### src/rtl/uart_rx.sv
// uart_rx: 8N1 asynchronous serial receiver with a one-entry valid/ready output register.
// Ports:
//   clk        system clock, rising edge
//   rst_n      asynchronous active-low reset
//   serial     raw UART line (idle high, asynchronous to clk)
//   data[7:0]  received byte, stable while valid=1
//   valid      byte available in the output register
//   ready      consumer accept (handshake on valid && ready)
//   frame_err  one-cycle pulse: stop bit sampled low
//   overrun    one-cycle pulse: byte completed while output register still held; new byte dropped
module uart_rx #(
    parameter int unsigned DIVIDER = 217
) (
    input  logic       clk,
    input  logic       rst_n,
    input  logic       serial,
    output logic [7:0] data,
    output logic       valid,
    input  logic       ready,
    output logic       frame_err,
    output logic       overrun
);

    localparam int unsigned CNT_W = 32;
    localparam logic [CNT_W-1:0] BIT_LAST  = CNT_W'(DIVIDER - 1);
    localparam logic [CNT_W-1:0] HALF_LAST = CNT_W'(DIVIDER / 2 - 1);

    typedef enum logic [2:0] {
        S_IDLE,
        S_START,
        S_DATA,
        S_STOP,
        S_WAIT_HIGH
    } state_t;

    state_t           state, state_nxt;
    logic [CNT_W-1:0] divcnt, divcnt_nxt;
    logic [2:0]       bitidx, bitidx_nxt;
    logic [7:0]       shift, shift_nxt;
    logic             byte_done, byte_done_nxt;
    logic [7:0]       data_nxt;
    logic             valid_nxt, frame_err_nxt, overrun_nxt;
    logic             sync1, rx_s;

    // Two-flop synchronizer; resets to the idle (high) line level.
    always_ff @(posedge clk or negedge rst_n) begin
        if (!rst_n) begin
            sync1 <= 1'b1;
            rx_s  <= 1'b1;
        end else begin
            sync1 <= serial;
            rx_s  <= sync1;
        end
    end

    // Next-state and next-output logic.
    always_comb begin
        state_nxt     = state;
        divcnt_nxt    = divcnt;
        bitidx_nxt    = bitidx;
        shift_nxt     = shift;
        byte_done_nxt = 1'b0;
        data_nxt      = data;
        valid_nxt     = valid;
        frame_err_nxt = 1'b0;
        overrun_nxt   = 1'b0;

        case (state)
            S_IDLE: begin
                divcnt_nxt = '0;
                if (!rx_s) state_nxt = S_START;
            end
            S_START: begin
                // Re-check the start bit at its midpoint to reject glitches.
                if (divcnt == HALF_LAST) begin
                    divcnt_nxt = '0;
                    if (!rx_s) begin
                        state_nxt  = S_DATA;
                        bitidx_nxt = '0;
                    end else begin
                        state_nxt = S_IDLE;
                    end
                end else begin
                    divcnt_nxt = divcnt + CNT_W'(1);
                end
            end
            S_DATA: begin
                if (divcnt == BIT_LAST) begin
                    divcnt_nxt        = '0;
                    shift_nxt[bitidx] = rx_s;
                    bitidx_nxt        = bitidx + 3'(1);
                    if (bitidx == 3'd7) state_nxt = S_STOP;
                end else begin
                    divcnt_nxt = divcnt + CNT_W'(1);
                end
            end
            S_STOP: begin
                // Leaves at mid stop bit so an immediately following start bit is seen.
                if (divcnt == BIT_LAST) begin
                    divcnt_nxt = '0;
                    if (rx_s) begin
                        byte_done_nxt = 1'b1;
                        state_nxt     = S_IDLE;
                    end else begin
                        frame_err_nxt = 1'b1;
                        state_nxt     = S_WAIT_HIGH;
                    end
                end else begin
                    divcnt_nxt = divcnt + CNT_W'(1);
                end
            end
            S_WAIT_HIGH: begin
                divcnt_nxt = '0;
                if (rx_s) state_nxt = S_IDLE;
            end
            default: begin
                state_nxt  = S_IDLE;
                divcnt_nxt = '0;
            end
        endcase

        // Output register: a completing byte loads unless the held byte is not being taken.
        if (byte_done) begin
            if (!valid || ready) begin
                data_nxt  = shift;
                valid_nxt = 1'b1;
            end else begin
                overrun_nxt = 1'b1;
            end
        end else if (valid && ready) begin
            valid_nxt = 1'b0;
        end
    end

    // State and output registers.
    always_ff @(posedge clk or negedge rst_n) begin
        if (!rst_n) begin
            state     <= S_IDLE;
            divcnt    <= '0;
            bitidx    <= '0;
            shift     <= '0;
            byte_done <= 1'b0;
            data      <= '0;
            valid     <= 1'b0;
            frame_err <= 1'b0;
            overrun   <= 1'b0;
        end else begin
            state     <= state_nxt;
            divcnt    <= divcnt_nxt;
            bitidx    <= bitidx_nxt;
            shift     <= shift_nxt;
            byte_done <= byte_done_nxt;
            data      <= data_nxt;
            valid     <= valid_nxt;
            frame_err <= frame_err_nxt;
            overrun   <= overrun_nxt;
        end
    end

endmodule

### config.mk
export PLATFORM = sky130hd
export DESIGN_NAME = uart_rx
export DESIGN_NICKNAME = d
export VERILOG_FILES = /design/src/rtl/uart_rx.sv
export SDC_FILE = /design/constraint.sdc
export NUM_CORES = 1
export LEC_CHECK = 0
export ABC_CLOCK_PERIOD_IN_PS = 3000
export BUFFER_PORTS_ARGS = -buffer_cell sky130_fd_sc_hd__buf_2
export CAP_MARGIN = 30
export CORE_ASPECT_RATIO = 0.9
export CORE_MARGIN = 2
export CORE_UTILIZATION = 40
export DETAILED_ROUTE_END_ITERATION = 7
export SLEW_MARGIN = 20
export SYNTH_ARGS = -nofsm -noshare
export SYNTH_HDL_FRONTEND = slang
export SYNTH_SLANG_ARGS = --single-unit
### constraint.sdc
create_clock -name clk -period 3 [get_ports clk]
set_clock_uncertainty 0.15 [all_clocks]
set_input_delay 0.3 -clock clk [delete_from_list [all_inputs] [get_ports clk]]
set_output_delay 0.3 -clock clk [all_outputs]
set_load 0.005 [all_outputs]
==> results of run 1 <==
-- Yosys cell counts, types with 2 or more instances --
cell type / count / area (um2)
sky130_fd_sc_hd__a21oi_1: 3 / 15.01
sky130_fd_sc_hd__a31oi_1: 2 / 12.51
sky130_fd_sc_hd__a32o_1: 2 / 20.02
sky130_fd_sc_hd__and3_1: 6 / 37.54
sky130_fd_sc_hd__and3b_1: 2 / 17.52
sky130_fd_sc_hd__and4bb_2: 2 / 25.02
sky130_fd_sc_hd__buf_2: 3 / 15.01
sky130_fd_sc_hd__clkbuf_1: 6 / 22.52
sky130_fd_sc_hd__dfrtp_1: 58 / 1451
sky130_fd_sc_hd__dfstp_2: 2 / 52.55
sky130_fd_sc_hd__ha_1: 4 / 50.05
sky130_fd_sc_hd__inv_1: 8 / 30.03
sky130_fd_sc_hd__mux2_2: 16 / 180.2
sky130_fd_sc_hd__nand2_1: 13 / 48.80
sky130_fd_sc_hd__nand2b_1: 2 / 12.51
sky130_fd_sc_hd__nand3_1: 20 / 100.1
sky130_fd_sc_hd__nand3b_1: 4 / 30.03
sky130_fd_sc_hd__nand4_1: 14 / 87.58
sky130_fd_sc_hd__nor2_1: 45 / 168.9
sky130_fd_sc_hd__nor3_1: 2 / 10.01
sky130_fd_sc_hd__nor4_1: 9 / 56.30
sky130_fd_sc_hd__nor4_2: 2 / 25.02
sky130_fd_sc_hd__nor4b_1: 2 / 17.52
sky130_fd_sc_hd__o21ai_0: 2 / 10.01
sky130_fd_sc_hd__or3_1: 3 / 18.77
sky130_fd_sc_hd__xnor2_1: 7 / 61.31
sky130_fd_sc_hd__xor2_1: 22 / 192.7
-- worst max path at each step --
stage	from	end	cells after the start
CTS	divcnt[0]	shift[5]	7
finish	divcnt[0]	shift[5]	7
global placement	divcnt[0]	shift[5]	7
floorplan	divcnt[0]	shift[2]	8
detailed placement	divcnt[0]	shift[5]	7
global route	divcnt[0]	shift[5]	7
-- logic make-up after synthesis --
family	synth area share, %
xor+xnor	8.788
compound gates	3.723
fa+ha+maj	1.732
mux	6.234
flops	52.03
simple gates	25.02
buf+inv	2.467
-- flip-flops by register name, indices dropped and copies added, names as in the netlist, 3 cells and up --
name	flops
shift	8
bitidx	3
state	3
data	8
divcnt	32
-- worst max-delay path: cells and delay by family, from the launching register on --
family / cells / cell delay, ps
adder cells (fa/ha/maj): 1 / 140
buffers and inverters: 1 / 90
flip-flops: 1 / 420
multiplexers: 1 / 330
AND/OR/NAND/NOR: 4 / 1320
-- routing by layer --
metal	GRT usage, %	share of wire, %
met5	0	0
met4	7.905	2.5
met3	4.578	3.3
met2	23.28	45
met1	21.03	49
-- where the power goes --
group          leakage, uW  switching, uW  internal, uW
clock network    0.0000979            307           397
logic             0.000616           17.2          5.90
registers         0.000817           2.22           812
-- placed cells by master (no fill, tap or decap), types with 3 or more instances in the layout --
cell type	Yosys	layout
sky130_fd_sc_hd__a21oi_1	3	3
sky130_fd_sc_hd__and3_1	6	6
sky130_fd_sc_hd__buf_2	3	14
sky130_fd_sc_hd__buf_4	0	5
sky130_fd_sc_hd__clkbuf_8	0	10
sky130_fd_sc_hd__clkinv_2	0	3
sky130_fd_sc_hd__dfrtp_1	58	58
sky130_fd_sc_hd__ha_1	4	4
sky130_fd_sc_hd__inv_1	8	8
sky130_fd_sc_hd__mux2_2	16	16
sky130_fd_sc_hd__nand2_1	13	13
sky130_fd_sc_hd__nand3_1	20	20
sky130_fd_sc_hd__nand3b_1	4	4
sky130_fd_sc_hd__nand4_1	14	14
sky130_fd_sc_hd__nor2_1	45	45
sky130_fd_sc_hd__nor4_1	9	9
sky130_fd_sc_hd__or3_1	3	3
sky130_fd_sc_hd__xnor2_1	7	7
sky130_fd_sc_hd__xor2_1	22	22
-- timing repair --
| item | CTS | global route |
|---|---|---|
| hold endpoints to repair | 59 | 0 |
| gates resized for setup | 0 | 0 |
| setup endpoints to repair | 0 | 0 |
| buffers inserted | 0 | 0 |
| hold buffers | 2 | 0 |
-- final cells by class --
| class | instances | area share (%) |
|---|---|---|
| clock buffer | 10 | 4.192 |
| inverter | 8 | 0.9146 |
| tap | 93 | 3.544 |
| multi-input combinational | 198 | 40.05 |
| sequential | 60 | 45.81 |
| clock inverter | 5 | 1.601 |
| timing repair buffer | 21 | 3.887 |
-- metrics by stage --
step	std cells	hold slack, ps	util [%]	area, um2	setup WS, ps
final	395	94.20	46.64	3283	437.5
after global routing	395	101.2	46.64	3283	263.8
after CTS	395	79.87	46.64	3283	457.7
after detailed placement	378	178.0	43.65	3073	453.9
after global placement	378	180.0	43.65	3073	512.3
after floorplan	276	-145.6	-	2890	933.9
==> key figures, run 1 <==
CTS
  – Clk Latency, worst-skew pair: 340 ps
  – Clock slew seen by the registers of the worst setup and hold paths: 70 ps
  – Max H-tree Level: 3
  – Number of sinks handled by clock tree synthesis: 60
  – TritonCTS clock tree: built
  – CTS Buf Count: 9
  – Clock root buffer: sky130_fd_sc_hd__clkbuf_8
  – Maximum count of clock buffers along a single path: 2

Job
  – Max-cap violations: 0

Layout
  – Ratio of cells with drive above 1 in the final layout: 19.21%
  – FF+latch area: 1504 um2
  – Diode insertion count for antenna repair: 0
  – Footprint of the multi-input gates: 1315 um2
  – Filler cell count in the final layout: 662
  – Final net count: 306
  – Area delta synth->final: 13.59%

Placement
  – Final estimated routing congestion in global placement: 0.8407
  – Count of port buffers added during placement: 14
  – Half-perimeter wire length of the detailed placement result: 3.758 mm

Critical path
  – Required @ worst endpoint: 3070 ps
  – Endpoint of the most critical register-to-register path: shift[5]
  – CP Data Arrival Time: 2640 ps
  – Maximum fanout encountered on the critical timing path: 13
  – Critical Path Slowest Stage Cell: sky130_fd_sc_hd__nor3_2
  – Setup slack of the worst register-to-register path: 440 ps
  – FF-to-FF path depth: 7
  – Delay of the slowest cell on the worst path: 580 ps
  – Crit. End Element: register
  – Cell-by-cell trace of the critical path: inv_1 -> ha_1 -> nand3b_1 -> or3_1 -> nor3_2 -> and3b_1 -> mux2_2
  – Startpoint types: register
  – Critical R2R Launch: divcnt[0]
  – Type of the worst setup path: reg2reg

Timing
  – Unrepaired setup endpoints after global routing: false
  – Setup violations, final: 0
  – Peak Freq: 390.3 MHz
  – Final total negative setup slack: 0 ps
  – Final cycle utilization of the critical path: 85.42%
  – Final count of hold timing violations: 0
  – Clock period minus worst slack: 2562 ps
  – Pins Over Slew Limit: 0
  – Slew margin rel.: 51.31%
  – Transition time at the pin with the least slew margin: 726.4 ps

Power
  – Power Density: 469.1 nW/um2
  – Leakage dissipation: 0.001531 uW
  – Total power draw: 1540 uW
  – Max VDD drop: 0.3227 mV

Min path
  – WHS Endpoint: overrun
  – HP Start: ready
  – Min-Delay Path Class: in2reg
  – Count of cells along the worst hold path: 3

Global route
  – Initial antenna violation count: 0
  – Vias in the first global route: 2,056
  – Grt ovf: 0
  – GRT Resource Usage Total: 15.71%
  – Pin count of the biggest net entering global routing: 35
  – First-pass GRT wire length: 9.646 mm

Detailed routing
  – Starting DRC count in detailed routing: 115
  – Residual antenna-violating net count after detailed routing: 0
  – DRC: 0
  – Total iterations of the first detailed-routing run: 5
  – Routed WL: 5.475 mm
  – Average vias per placed instance: 5.253
  – Vias: 2,075
  – Wire length per cell after detailed routing: 13.86 um

Die
  – Die span in x: 93.60 um
  – Site Rows: 29
  – Total Die Area: 7922 um2
  – Placeable core region: 7039 um2
  – Number of primary I/O pins: 15
  – Starting utilization of the core area: 41.06%
  – Die Span Y: 84.64 um

Logic synthesis
  – Synthesis-stage register bit count: 60
  – Number of cells produced by synthesis: 276
  – Synth warnings: 0
  – Cell Area, Synth: 2890 um2
  – Mapped Avg Cell Area: 10.47 um2
  – Number of flops mapped to enable cells by yosys: 0
  – Sequential fraction of the synthesis area: 52.03%
  – Share of flip-flops with an asynchronous set or reset: 100.0%
  – Net count after synthesis: 284
  – Count of cell types in the netlist: 42
  – Top flip-flop cell by instance count after synthesis: sky130_fd_sc_hd__dfrtp_1

Run status
  – Run status: completed
No activity file was read; power rests on OpenSTA's default activity.
==> inputs of run 2 (changes only) <==
Settings changed: ABC_AREA from default to 1.
==> run 2 against run 1 <==
Against the previous run: die area up 14%; sequential power is essentially flat; clock-buffer cell count fell by 1; largest power group unchanged.
==> key figures, run 2 <==
Layout
  – Area delta synth->final: 11.64%
  – Diode insertion count for antenna repair: 0
  – Final net count: 446
  – Flip-flop count of the largest register after layout: 32
  – Biggest register: divcnt
  – Commonest cells after routing, fill and taps aside: sky130_fd_sc_hd__nand2_1 (97), sky130_fd_sc_hd__nor2_1 (92), sky130_fd_sc_hd__dfrtp_1 (58)
  – Largest registers: divcnt x32, data x8, shift x8
  – Non-Filler Instances: 542
  – Fin util: 45.88%
  – Most common cell after layout, fill and taps aside: sky130_fd_sc_hd__nand2_1
  – Ratio of cells with drive above 1 in the final layout: 16.25%

Logic synthesis
  – Count of cell types in the netlist: 33
  – Mapped Avg Cell Area: 7.950 um2
  – Number of cells produced by synthesis: 415
  – Share of flip-flops with an asynchronous set or reset: 100.0%
  – Synth area leaders: sky130_fd_sc_hd__dfrtp_1 (44%), sky130_fd_sc_hd__nand2_1 (11%), sky130_fd_sc_hd__nor2_1 (10%)
  – Top flip-flop cell by instance count after synthesis: sky130_fd_sc_hd__dfrtp_1
  – Sequential fraction of the synthesis area: 45.58%
  – Leading post-synthesis cells by instance count: sky130_fd_sc_hd__nand2_1 (97), sky130_fd_sc_hd__nor2_1 (92), sky130_fd_sc_hd__dfrtp_1 (58)
  – Net count after synthesis: 423
  – Number of flops mapped to enable cells by yosys: 0
  – Synthesis-stage register bit count: 60
  – Synth warnings: 0
  – Leading area contributor after synthesis: sky130_fd_sc_hd__dfrtp_1
  – Share of the synthesized area in the top cell type: 43.99%
  – Dominant cell by count in the synthesized netlist: sky130_fd_sc_hd__nand2_1
  – Cell Area, Synth: 3299 um2

Power
  – Leakage dissipation: 0.001701 uW
  – Total power draw: 1647 uW
  – Max VDD drop: 0.3970 mV
  – Power Density: 447.0 nW/um2

CTS
  – Post-cts sizing count: 0
  – Clock slew seen by the registers of the worst setup and hold paths: 70 ps
  – Number of setup buffers added after CTS: 0
  – Maximum count of clock buffers along a single path: 2
  – Max H-tree Level: 3
  – Number of sinks handled by clock tree synthesis: 60
  – Clock root buffer: sky130_fd_sc_hd__clkbuf_8
  – TritonCTS clock tree: built
  – Clk Latency, worst-skew pair: 340 ps
  – CTS Buf Count: 9
  – Quantity of hold-fixing buffers added after cts: 2

Die
  – Number of primary I/O pins: 15
  – Die span in x: 99.74 um
  – Total Die Area: 8992 um2
  – Placeable core region: 8029 um2
  – Site Rows: 31
  – Starting utilization of the core area: 41.09%
  – Die Span Y: 90.16 um

Timing
  – Clock period minus worst slack: 1929 ps
  – Final count of hold timing violations: 0
  – Setup violations, final: 0
  – Unrepaired setup endpoints after global routing: false
  – Final total negative setup slack: 0 ps
  – Slew margin rel.: 49.61%
  – Pins Over Slew Limit: 0
  – Transition time at the pin with the least slew margin: 755.8 ps
  – Final cycle utilization of the critical path: 64.31%
  – Peak Freq: 518.3 MHz

Job
  – Max-cap violations: 0

Critical path
  – Type of the worst setup path: reg2reg
  – FF-to-FF path depth: 8
  – Delay of the slowest cell on the worst path: 420 ps
  – CP Data Arrival Time: 2020 ps
  – Required @ worst endpoint: 3090 ps
  – Startpoint types: register
  – Launching element of the worst setup path: divcnt[0]
  – Critical R2R Launch: divcnt[0]
  – Setup slack of the worst register-to-register path: 1070 ps
  – Gate family responsible for the most delay along the worst path: simple AND/OR/NAND/NOR gates
  – Crit. End Element: register
  – Endpoint of the most critical register-to-register path: divcnt[24]
  – Critical Path Slowest Stage Cell: sky130_fd_sc_hd__dfrtp_1
  – Combined buffer and inverter count along the critical path: 0
  – Maximum fanout encountered on the critical timing path: 5
  – Cell-by-cell trace of the critical path: ha_1 -> nand3_2 -> nor3_2 -> nand4_1 -> nor2_1 -> nand2_1 -> nand2_1 -> nor2_1

Global route
  – GRT Resource Usage Total: 16.51%
  – Pin count of the biggest net entering global routing: 61
  – Initial antenna violation count: 0
  – First-pass GRT wire length: 11.75 mm
  – Vias in the first global route: 2,463
  – Grt ovf: 0

Detailed routing
  – Wire length per cell after detailed routing: 12.54 um
  – Routed WL: 6.794 mm
  – Average vias per placed instance: 4.847
  – Residual antenna-violating net count after detailed routing: 0
  – Vias: 2,627
  – Starting DRC count in detailed routing: 171
  – Total iterations of the first detailed-routing run: 4
  – DRC: 0

Min path
  – Min-Delay Path Class: in2reg
  – HP Start: ready
  – WHS Endpoint: overrun
  – Count of cells along the worst hold path: 4

Placement
  – Cell count after placement: 524
  – Final estimated routing congestion in global placement: 0.8436
  – Count of port buffers added during placement: 14
  – Half-perimeter wire length of the detailed placement result: 4.803 mm

Run status
  – Run status: completed
run 2: final cells by class:
type | instances | area [um2]
Clock buffer | 9 | 123.9
Clock inverter | 7 | 91.34
Fill cell | 804 | 4345
Inverter | 43 | 163.9
Multi-Input combinational cell | 307 | 1579
Sequential cell | 60 | 1504
Tap cell | 99 | 123.9
Timing Repair Buffer | 17 | 97.59
run 2: report_power, final:
part | internal, uW | total [uW] | switching, uW
Combinational | 4.69 | 23.1 | 18.5
Sequential | 811 | 812 | 1.33
Clock | 464 | 811 | 347
run 2: worst max path at each step:
stage / endpoint / slack (ps) / cells after the start
finish: divcnt[24] / 1070 / 8
global route: divcnt[28] / 780 / 10
CTS: divcnt[24] / 1060 / 8
detailed placement: divcnt[24] / 1080 / 8
global placement: divcnt[27] / 1120 / 7
floorplan: divcnt[18] / 1300 / 12
run 2: cells by family after synthesis:
kind of cell | after synthesis | synth area share, %
AND/OR/NAND/NOR | 261 | 36.48
flip-flops | 60 | 45.58
AO/OA/AOI/OAI | 19 | 3.148
buffers and inverters | 48 | 6.561
adder cells (fa/ha/maj) | 4 | 1.517
multiplexers | 8 | 2.730
XOR/XNOR | 15 | 3.982
run 2: metal layers:
metal | wire [um] | track usage, %
met5 | 0 | 0
met4 | 96 | 3.425
met3 | 253 | 4.899
met2 | 3086 | 25.11
met1 | 3357 | 23.44
run 2: per-stage QoR:
stage	hold slack, ps	cell area, um2	setup WS [ps]
3_3_place_gp	196.6	3448	1116
3_5_place_dp	198.8	3448	1084
4_1_cts	64.99	3684	1058
6_report	72.96	3684	1071
2_1_floorplan	-145.6	3299	1303
5_1_grt	80.88	3684	779.7
run 2: worst reg2reg max path, cell delays in order (launching register included):
cell                      delay (ps)
sky130_fd_sc_hd__dfrtp_1         420
sky130_fd_sc_hd__ha_1            270
sky130_fd_sc_hd__nand3_2         200
sky130_fd_sc_hd__nor3_2          260
sky130_fd_sc_hd__nand4_1         170
sky130_fd_sc_hd__nor2_1          190
sky130_fd_sc_hd__nand2_1          70
sky130_fd_sc_hd__nand2_1          60
sky130_fd_sc_hd__nor2_1           30
==> inputs of run 3 (changes only) <==
Settings changed: ABC_AREA 1 to 0, ABC_CLOCK_PERIOD_IN_PS 3000 to 2000.
Clock period 3 ns to 2 ns, I/O delays scaled along.
==> run 3 against run 2 <==
Against the previous run: the run now ends with setup timing left; clock power up 27%; clock-buffer cell count grew 3; routed wire length shrank 1.6%; largest cell class is now sequential cells.
==> key figures, run 3 (synthesized netlist as in run 1, its figures left out) <==
Run status
  – Run status: finished with violations
  – Failing checks: setup timing

Placement
  – Final estimated routing congestion in global placement: 0.8075
  – Cell count after placement: 428
  – Half-perimeter wire length of the detailed placement result: 4.254 mm
  – Count of port buffers added during placement: 14

Timing
  – Clock period minus worst slack: 2064 ps
  – Pins Over Slew Limit: 0
  – Transition time at the pin with the least slew margin: 346.6 ps
  – Slew margin rel.: 76.84%
  – Peak Freq: 484.4 MHz
  – Final cycle utilization of the critical path: 103.2%
  – Slack of the critical path: -64.48 ps
  – Setup violations, final: 37
  – Final count of hold timing violations: 0
  – Unrepaired setup endpoints after global routing: true

Global route
  – Pin count of the biggest net entering global routing: 37
  – First-pass GRT wire length: 10.84 mm
  – Grt ovf: 0
  – GRT Resource Usage Total: 17.70%
  – Initial antenna violation count: 0
  – Vias in the first global route: 2,280

Power
  – Total power draw: 2287 uW
  – Psw: 512.5 uW
  – Max VDD drop: 0.4405 mV
  – Internal power component: 1775 uW
  – Clock network fraction of design power: 44.8%
  – Sequential Power Share: 53.2%
  – Power Density: 581.1 nW/um2
  – Sw frac: 22.41%
  – Leakage dissipation: 0.001894 uW
  – Logic gate share of total power: 1.9%

Layout
  – Most common cell after layout, fill and taps aside: sky130_fd_sc_hd__dfrtp_1
  – Biggest register: divcnt
  – Diode insertion count for antenna repair: 0
  – Area delta synth->final: 36.19%
  – Final net count: 369
  – Flip-flop count of the largest register after layout: 32
  – Filler cell count in the final layout: 619
  – Commonest cells after routing, fill and taps aside: sky130_fd_sc_hd__dfrtp_1 (58), sky130_fd_sc_hd__buf_4 (57), sky130_fd_sc_hd__nor2_1 (44)
  – Non-Filler Instances: 458
  – Largest registers: divcnt x32, data x8, shift x8
  – Ratio of cells with drive above 1 in the final layout: 36.44%

Detailed routing
  – DRC: 0
  – Routed WL: 6.686 mm
  – Average vias per placed instance: 5.138
  – Residual antenna-violating net count after detailed routing: 0
  – Total iterations of the first detailed-routing run: 4
  – Wire length per cell after detailed routing: 14.60 um
  – Starting DRC count in detailed routing: 116
  – Vias: 2,353

CTS
  – Maximum count of clock buffers along a single path: 2
  – Clock slew seen by the registers of the worst setup and hold paths: 70 ps
  – Clk Latency, worst-skew pair: 350 ps
  – Number of sinks handled by clock tree synthesis: 60
  – Clock root buffer: sky130_fd_sc_hd__clkbuf_8
  – Max H-tree Level: 3
  – CTS Buf Count: 9
  – TritonCTS clock tree: built

Critical path
  – Crit. End Element: register
  – Maximum fanout encountered on the critical timing path: 9
  – Startpoint types: register
  – Required @ worst endpoint: 2090 ps
  – Type of the worst setup path: reg2reg
  – CP Data Arrival Time: 2150 ps

Die
  – Number of primary I/O pins: 15
  – Starting utilization of the core area: 41.06%
  – Die span in x: 93.60 um
  – Site Rows: 29
  – Total Die Area: 7922 um2
  – Placeable core region: 7039 um2
  – Die Span Y: 84.64 um

Min path
  – Min-Delay Path Class: in2async

Job
  – Max-cap violations: 0
[run 3: per-layer routing]
metal | part of all wire, % | vias up | routed length [um] | GRT usage, %
li1 | - | 1139 | - | -
met1 | 46 | 1166 | 3100 | 22.93
met2 | 48 | 38 | 3222 | 27.99
met3 | 3.8 | 10 | 255 | 5.386
met4 | 1.6 | 0 | 108 | 6.719
met5 | 0 | - | 0 | 0
[run 3: critical path: stages, from the launching register on]
cell and delay [ps]:
sky130_fd_sc_hd__dfrtp_1 390, sky130_fd_sc_hd__inv_2 80, sky130_fd_sc_hd__ha_4 120, sky130_fd_sc_hd__nand3b_1 90, sky130_fd_sc_hd__or3_4 360, sky130_fd_sc_hd__nor3_2 130, sky130_fd_sc_hd__buf_6 160, sky130_fd_sc_hd__and3b_1 180
sky130_fd_sc_hd__mux2_4 300
[run 3: cell type report]
class / count / area [um2] / area share (%)
timing repair buffer: 84 / 710.7 / 18.05
tap: 93 / 116.4 / 2.956
clock inverter: 3 / 21.27 / 0.5404
sequential: 60 / 1504 / 38.21
clock buffer: 12 / 165.2 / 4.196
inverter: 8 / 30.03 / 0.7629
multi-input combinational: 198 / 1389 / 35.28
[run 3: path summary, 6_finish.rpt]
path	startpoint	to	slack, ps	depth (start not counted)
max reg2reg	divcnt[1]	shift[5]	-60	8
min reg2reg	sync1	rx_s	210	0
max in group asynchronous	rst_n	state[0]	1210	3
max	divcnt[1]	shift[5]	-60	8
min in group clk	sync1	rx_s	210	0
min	rst_n	divcnt[21]	200	3
[run 3: power groups by stage]
| stage | logic (uW) | clock network (uW) | registers (uW) |
|---|---|---|---|
| final | 44.3 | 1030 | 1220 |
| after floorplan | 4.84 | 0 | 1240 |
| after global placement | 41.5 | 0 | 1240 |
| after detailed placement | 42.1 | 0 | 1240 |
| after global routing | 51.3 | 1110 | 1220 |
| after CTS | 46.6 | 1050 | 1220 |
[run 3: what timing repair did]
action / 4_1_cts / 5_1_grt
cloned: 1 / 2
hold buffers: 3 / 0
gates resized for setup: 11 / 10
pin swaps: 10 / 8
setup endpoints to repair: 9 / 47
setup buffers: 5 / 4
endpoints found under the hold margin: 63 / 0
[run 3: metrics by stage]
stage	worst slack, ps	TNS, ps	utilization, %	hold WS, ps	area (um2)
6_report	-64.48	-1061	55.92	200.3	3936
5_1_grt	-136.8	-4239	55.92	215.6	3936
4_1_cts	-89.00	-324.3	54.11	210.5	3809
3_5_place_dp	-110.0	-535.7	49.41	48.13	3478
3_3_place_gp	-82.71	-384.2	49.41	48.92	3478
2_1_floorplan	-20.91	-132.1	-	-245.6	2898
